==> src/rtl/dm_arbiter.sv <==
// Round-robin two-port arbiter that sequences single data-memory accesses.
// Optional range/alignment check: define DM_ARB_ADDR_CHECK_EN.
module dm_arbiter #(
    parameter int ADDR_W    = 32,
    parameter int DATA_W    = 32,
    parameter int MEM_BYTES = 1024
) (
    input  logic              clk,
    input  logic              rst_n,
    input  logic              m0_req,
    input  logic              m0_we,
    input  logic [ADDR_W-1:0] m0_addr,
    input  logic [DATA_W-1:0] m0_wdata,
    output logic              m0_ack,
    output logic [DATA_W-1:0] m0_rdata,
    output logic              m0_err,
    input  logic              m1_req,
    input  logic              m1_we,
    input  logic [ADDR_W-1:0] m1_addr,
    input  logic [DATA_W-1:0] m1_wdata,
    output logic              m1_ack,
    output logic [DATA_W-1:0] m1_rdata,
    output logic              m1_err,
    output logic              mem_read,
    output logic              mem_write,
    output logic [ADDR_W-1:0] mem_address,
    output logic [DATA_W-1:0] mem_data_write,
    input  logic [DATA_W-1:0] mem_data_read,
    output logic              busy
);

    localparam logic [1:0] IDLE   = 2'd0;
    localparam logic [1:0] ACCESS = 2'd1;
    localparam logic [1:0] DONE   = 2'd2;

    logic [1:0]        state;
    logic              last;
    logic              win;
    logic              we_q;
    logic              pick;
    logic              sel_we;
    logic [ADDR_W-1:0] sel_addr;
    logic [DATA_W-1:0] sel_wdata;
    logic              sel_bad;
    logic [DATA_W-1:0] ld_data;

    // pick = 1 selects port 1; on a tie the port not granted last wins
    assign pick      = m1_req & (~m0_req | ~last);
    assign sel_we    = pick ? m1_we    : m0_we;
    assign sel_addr  = pick ? m1_addr  : m0_addr;
    assign sel_wdata = pick ? m1_wdata : m0_wdata;
    assign busy      = (state != IDLE);

`ifdef DM_ARB_ADDR_CHECK_EN
    logic bad_q;
    logic err_q;

    assign sel_bad = (sel_addr[1:0] != 2'b00) ||
                     (sel_addr > ADDR_W'(MEM_BYTES - 4));
    assign ld_data = bad_q ? '0 : mem_data_read;
    assign m0_err  = err_q & m0_ack;
    assign m1_err  = err_q & m1_ack;

    always_ff @(posedge clk or negedge rst_n) begin
        if (!rst_n) begin
            bad_q <= 1'b0;
            err_q <= 1'b0;
        end else begin
            if (state == IDLE && (m0_req || m1_req))
                bad_q <= sel_bad;
            err_q <= (state == ACCESS) && bad_q;
        end
    end
`else
    assign sel_bad = 1'b0;
    assign ld_data = mem_data_read;
    assign m0_err  = 1'b0;
    assign m1_err  = 1'b0;
`endif

    always_ff @(posedge clk or negedge rst_n) begin
        if (!rst_n) begin
            state          <= IDLE;
            last           <= 1'b1;
            win            <= 1'b0;
            we_q           <= 1'b0;
            mem_read       <= 1'b0;
            mem_write      <= 1'b0;
            mem_address    <= '0;
            mem_data_write <= '0;
            m0_ack         <= 1'b0;
            m1_ack         <= 1'b0;
            m0_rdata       <= '0;
            m1_rdata       <= '0;
        end else begin
            m0_ack    <= 1'b0;
            m1_ack    <= 1'b0;
            mem_read  <= 1'b0;
            mem_write <= 1'b0;
            unique case (state)
                IDLE: begin
                    if (m0_req || m1_req) begin
                        win            <= pick;
                        we_q           <= sel_we;
                        mem_address    <= sel_addr;
                        mem_data_write <= sel_wdata;
                        mem_read       <= ~sel_we & ~sel_bad;
                        mem_write      <= sel_we & ~sel_bad;
                        state          <= ACCESS;
                    end
                end
                ACCESS: begin
                    last  <= win;
                    state <= DONE;
                    if (win) m1_ack <= 1'b1;
                    else     m0_ack <= 1'b1;
                    if (!we_q) begin
                        if (win) m1_rdata <= ld_data;
                        else     m0_rdata <= ld_data;
                    end
                end
                DONE:    state <= IDLE;
                default: state <= IDLE;
            endcase
        end
    end

endmodule

==> config.mk <==
export PLATFORM = sky130hd
export DESIGN_NAME = dm_arbiter
export DESIGN_NICKNAME = d
export VERILOG_FILES = /design/src/rtl/dm_arbiter.sv
export SDC_FILE = /design/constraint.sdc
export NUM_CORES = 1
export LEC_CHECK = 0
export ABC_AREA = 1
export ABC_CLOCK_PERIOD_IN_PS = 3950
export BUFFER_PORTS_ARGS = -buffer_cell sky130_fd_sc_hd__buf_2
export CAP_MARGIN = 15
export CORE_ASPECT_RATIO = 0.8
export CORE_MARGIN = 4
export CORE_UTILIZATION = 45
export CTS_BUF_LIST = sky130_fd_sc_hd__clkbuf_4
export DETAILED_ROUTE_END_ITERATION = 10
export PLACE_DENSITY_LB_ADDON = 0.3
export SLEW_MARGIN = 0
export SYNTH_ARGS = -nofsm -noshare
export SYNTH_HDL_FRONTEND = slang
export SYNTH_SLANG_ARGS = --single-unit
==> constraint.sdc <==
create_clock -name clk -period 3.95 [get_ports clk]
set_input_delay 0.395 -clock clk [delete_from_list [all_inputs] [get_ports clk]]
set_output_delay 0.395 -clock clk [all_outputs]
set_load 0.05 [all_outputs]
## Word-level counts from Yosys, hierarchy flattened

Cells that the tools add are included.

| storage, ports and cells | value |
|---|---|
| flip-flop bits (word level) | 137 |
| input bits | 166 |
| output and inout port bits | 135 |
| word-level logic and storage cells | 40 |

| cells by class | value |
|---|---|
| eq/ne operators | 2 |
| multiplexer cells | 13 |
| bitwise gates (word level) | 7 |
| reductions and logical operators | 6 |

Operator list:

| cell | number |
|---|---|
| $mux 32 | 2 |
| $mux 1 | 9 |
| $reduce_and 3->1 | 2 |
| $not 1->1 | 5 |
| $pmux 2 s2 | 1 |
| $eq 2x1->1 const B | 1 |
| $logic_not 2->1 | 1 |
| $mux 2 | 1 |
| $ne 2x2->1 const B | 1 |
| $reduce_and 2->1 | 1 |
| $reduce_bool 2->1 | 1 |
| $and 1x1->1 | 1 |
| $logic_or 1x1->1 | 1 |
| $or 1x1->1 | 1 |

## Logic depth before layout (Yosys ltp)

| depth | value |
|---|---|
| depth after elaboration | 7 |
| gate-level depth with buffers | 7 |
| depth with buffers taken out | 5 |

## Worst setup path before layout

No wires, ideal clock.

| timing path | value |
|---|---|
| path type | register -> register |
| start point | register state[0] |
| end point | register mem_address[0] |
| library setup time | 0.066 ns |
| data arrival time | 1.443 ns |
| data required time | 3.884 ns |
| path slack | 2.441 ns |
| stages on the path, launching flop included | 8 |
| path buffers | 2 |
| period minus slack after synthesis | 1.509 ns |
| cell sequence | dfrtp_1 inv_1 nand2_1 nor2_2 buf_4 buf_6 nand3_1 nand2_1 |

| between the ends | value |
|---|---|
| longest elaborated chain between the ends | 2 |

RTL lines:

| what | RTL line | text |
|---|---|---|
| from (decl) | 36 | `logic [1:0] state;` |
| from (signal assigned) | 83 | `state <= IDLE;` |
| from (signal assigned) | 109 | `state <= ACCESS;` |
| from (signal assigned) | 114 | `state <= DONE;` |
| $logic_not 2->1 | 100 | `unique case (state)` |
| $reduce_and 2->1 (no line) | - |  |
| to (signal assigned) | 105 | `mem_address <= sel_addr;` |
| to (decl) | 26 | `output logic [ADDR_W-1:0] mem_address,` |

No other way between the ends.
A chain may end at the register's enable or synchronous reset.

## Final worst setup path

| timing path | value |
|---|---|
| start point | register state[0] |
| end point | register mem_data_write[28] |

| between the ends | value |
|---|---|
| longest elaborated chain between the ends | 2 |

RTL lines:

| what | RTL line | text |
|---|---|---|
| $logic_not 2->1 | 100 |  |
| $reduce_and 2->1 (no line) | - |  |
| to (signal assigned) | 106 | `mem_data_write <= sel_wdata;` |
| to (decl) | 27 | `output logic [DATA_W-1:0] mem_data_write,` |

No other way between the ends.

==> impl_metrics.env <==
export IMPL_clock_fmax_ghz=0.543
export IMPL_crit_path_top_delay_cell="nor2_4"
export IMPL_core_area_um2=13700
export IMPL_post_dp_hpwl_mm=12.9
export IMPL_synth_seq_area_share=0.540
export IMPL_pwr_share_clk=0.127
export IMPL_start_util=0.464
export IMPL_worstPathCellList="inv_1, nand2_1, nor2_4, buf_4, nand3_1, nand2_1"
export IMPL_fin_nets=1270
export IMPL_ir_drop_v=0.000558
export IMPL_pre_cts_slack_ps=1900
export IMPL_skew_ps=23.2
export IMPL_synth_top_cell_area_share=0.535
export IMPL_powerDensity_nw_per_um2=994
export IMPL_netlist_top_cells_area="dfrtp_1 54%, nand2_1 16%, nand3_1 10%"
export IMPL_fillers=1304
export IMPL_clk_latency_ps=490
export IMPL_rsz0062_at_grt="false"
export IMPL_p_comb_frac=0.569
export IMPL_synth_cells=826
export IMPL_use_met2=0.369
export IMPL_cap_violations=0
export IMPL_grt_use_met1=0.281
export IMPL_avgSynthCellArea_um2=7.70
export IMPL_grt_pass1_wl_mm=28.5
export IMPL_htreeDepth=4
export IMPL_end_kind="register"
export IMPL_worstSetupPathType="register to register"
export IMPL_grt_pass1_vias=5812
export IMPL_sw_frac_of_total=0.560
export IMPL_busiest_layer="met2"
export IMPL_die_height_um=114
export IMPL_io_buffers=298
export IMPL_ys_warn_count=0
export IMPL_crit_arrival_ps=2280
export IMPL_area_delta_synth_final_pct=29.7
export IMPL_antenna_found_initial=2
export IMPL_seqPwrFrac=0.304
export IMPL_cellInternalPower_mw=3.60
export IMPL_gr_total_overflow=0
export IMPL_routabilityCongestion=0.856
export IMPL_cts_tree="built"
export IMPL_fin_cells=1298
export IMPL_cp_max_fo=29
export IMPL_root_buffer="clkbuf_4"
export IMPL_cts_sinks=137
export IMPL_wl_per_cell_um=13.7
export IMPL_period_minus_slack_ps=1840
export IMPL_dp_cells=1264
export IMPL_maxSlewViolCount=0
export IMPL_dieArea_um2=16100
export IMPL_required_ps=4390
export IMPL_chipWidth_um=141
export IMPL_post_route_drc_count=0
export IMPL_yosysUniqueCellTypes=19
export IMPL_switchingPower_mw=4.59
export IMPL_drt_total_wl_mm=17.7
export IMPL_worst_path_most_repeated_cell="nand2_1"
export IMPL_netlist_area_um2=6360
export IMPL_tns_ps=0
export IMPL_drive_gt1_frac=0.309
export IMPL_grt_total_usage=0.220
export IMPL_holdBufCountCts=1
export IMPL_via_per_inst=4.69
export IMPL_clockBufferDepth=2
export IMPL_layout_setup_ws_ps=2110
export IMPL_ios=301
export IMPL_num_rows=38
export IMPL_ys_ff_latch=137
export IMPL_max_slew_margin=0.310
export IMPL_path_clk_slew_ps=130
export IMPL_cts_repair_resized=0
export IMPL_dr_pass1_iters=5
export IMPL_post_cts_buffers=0
export IMPL_startpoint_type="register"
export IMPL_cts_buffers_inserted=17
export IMPL_min_period_over_period=0.467
export IMPL_ant_nets=0
export IMPL_p_leak_nw=5.14
export IMPL_use_met3=0.0601
export IMPL_yosysTopAreaCell="dfrtp_1"
export IMPL_hold_viol=0
export IMPL_final_util=0.602
export IMPL_status="finished clean"
export IMPL_tightest_slew_ps=1030
export IMPL_grt_max_degree=102
export IMPL_finalSetupViolations=0
export IMPL_drt_iter0_drc=425
export IMPL_vias=6082
export IMPL_hp_class="input pin to register"
export IMPL_critPathMaxStageDelay_ps=540
## layer usage
layer  share of wire  wire length, µm
met5          0.0011               20
met4           0.015              264
met2            0.48             8560
met3           0.096             1700
met1            0.41             7180
## logic make-up after synthesis
kind of cell | count (synthesis) | synth area share
DFF | 137 | 0.540
AOI/OAI and AO/OA | 67 | 0.0533
other | 1 | 0.000590
buffers and inverters | 216 | 0.139
and+or+nand+nor | 405 | 0.267
## critical path, delay by kind of cell (launching register included)
kind	cells	cell delay (ps)
and+or+nand+nor	4	880
buffers and inverters	2	530
DFF	1	390
## layout by cell type (no fill, tap or decap), drive strengths merged
| cell | instances |
|---|---|
| a21oi | 1 |
| buf | 306 |
| bufinv | 4 |
| clkbuf | 18 |
| clkinv | 4 |
| clkinvlp | 3 |
| conb | 2 |
| dfrtp | 136 |
| dfstp | 1 |
| diode | 1 |
| dlygate4sd3 | 1 |
| inv | 170 |
| nand2 | 266 |
| nand3 | 130 |
| nor2 | 8 |
| nor3 | 1 |
| o21ai | 66 |
## registers in the layout, summed over array words and instances (netlist names)
| signal | count |
|---|---|
| mem_write | 1 |
| m0_ack | 1 |
| m1_rdata | 32 |
| m0_rdata | 32 |
| we_q | 1 |
| state | 2 |
| mem_read | 1 |
| win | 1 |
| mem_data_write | 32 |
| last | 1 |
| mem_address | 32 |
| m1_ack | 1 |
## worst paths after layout
check,slack [ps],depth (start not counted),start,endpoint
setup / recovery,2110,6,state[0]$_DFFE_PN0P_,mem_data_write[28]$_DFFE_PN0P_
hold / removal,150,3,mem_data_read[30],m1_rdata[30]$_DFFE_PN0P_
min in group asynchronous,540,2,rst_n,mem_data_write[5]$_DFFE_PN0P_
hold reg to reg,490,2,mem_data_write[20]$_DFFE_PN0P_,mem_data_write[20]$_DFFE_PN0P_
setup reg to reg,2110,6,state[0]$_DFFE_PN0P_,mem_data_write[28]$_DFFE_PN0P_
max in group asynchronous,2540,3,rst_n,mem_address[13]$_DFFE_PN0P_
## per-stage QoR
step	instance area [µm²]	hold slack (ps)	total power [mW]
5_1_grt	8250	98.1	8.71
4_1_cts	8240	92.5	8.27
3_3_place_gp	7900	460	7.15
6_report	8250	149	8.20
3_5_place_dp	7900	460	7.22
2_1_floorplan	6360	99.4	6.03
## area by class of cell
type,instances,area (µm²),share of cell area
clock buffer,18,135,0.0164
multi-input combinational,474,2060,0.250
tap,180,225,0.0273
clock inverter,14,195,0.0237
antenna,1,2.50,0.000303
sequential,137,3430,0.416
timing repair buffer,307,1570,0.190
inverter,167,627,0.0760
## cell usage after synthesis
| cell | n |
|---|---|
| nand3_1 | 130 |
| inv_1 | 167 |
| buf_6 | 4 |
| o21ai_1 | 4 |
| a21oi_1 | 1 |
| nor2_4 | 1 |
| clkbuf_1 | 20 |
| nor2_2 | 1 |
| nor2_1 | 6 |
| dfrtp_1 | 136 |
| conb_1 | 1 |
| nand2_1 | 264 |
| nand2_2 | 2 |
| o21ai_2 | 1 |
| o21ai_0 | 61 |
| nor3_1 | 1 |
| dfstp_2 | 1 |
| buf_4 | 5 |
| buf_2 | 20 |
## power by group through the flow
stage          sequential [mW]  clock (mW)  combinational [mW]
4_1_cts                   2.49        1.07                4.71
2_1_floorplan             4.82           0                1.22
3_3_place_gp              2.50           0                4.65
5_1_grt                   2.58        1.13                5.00
6_report                  2.49        1.04                4.66
3_5_place_dp              2.50           0                4.72
No activity file was read; power rests on OpenSTA's default activity.
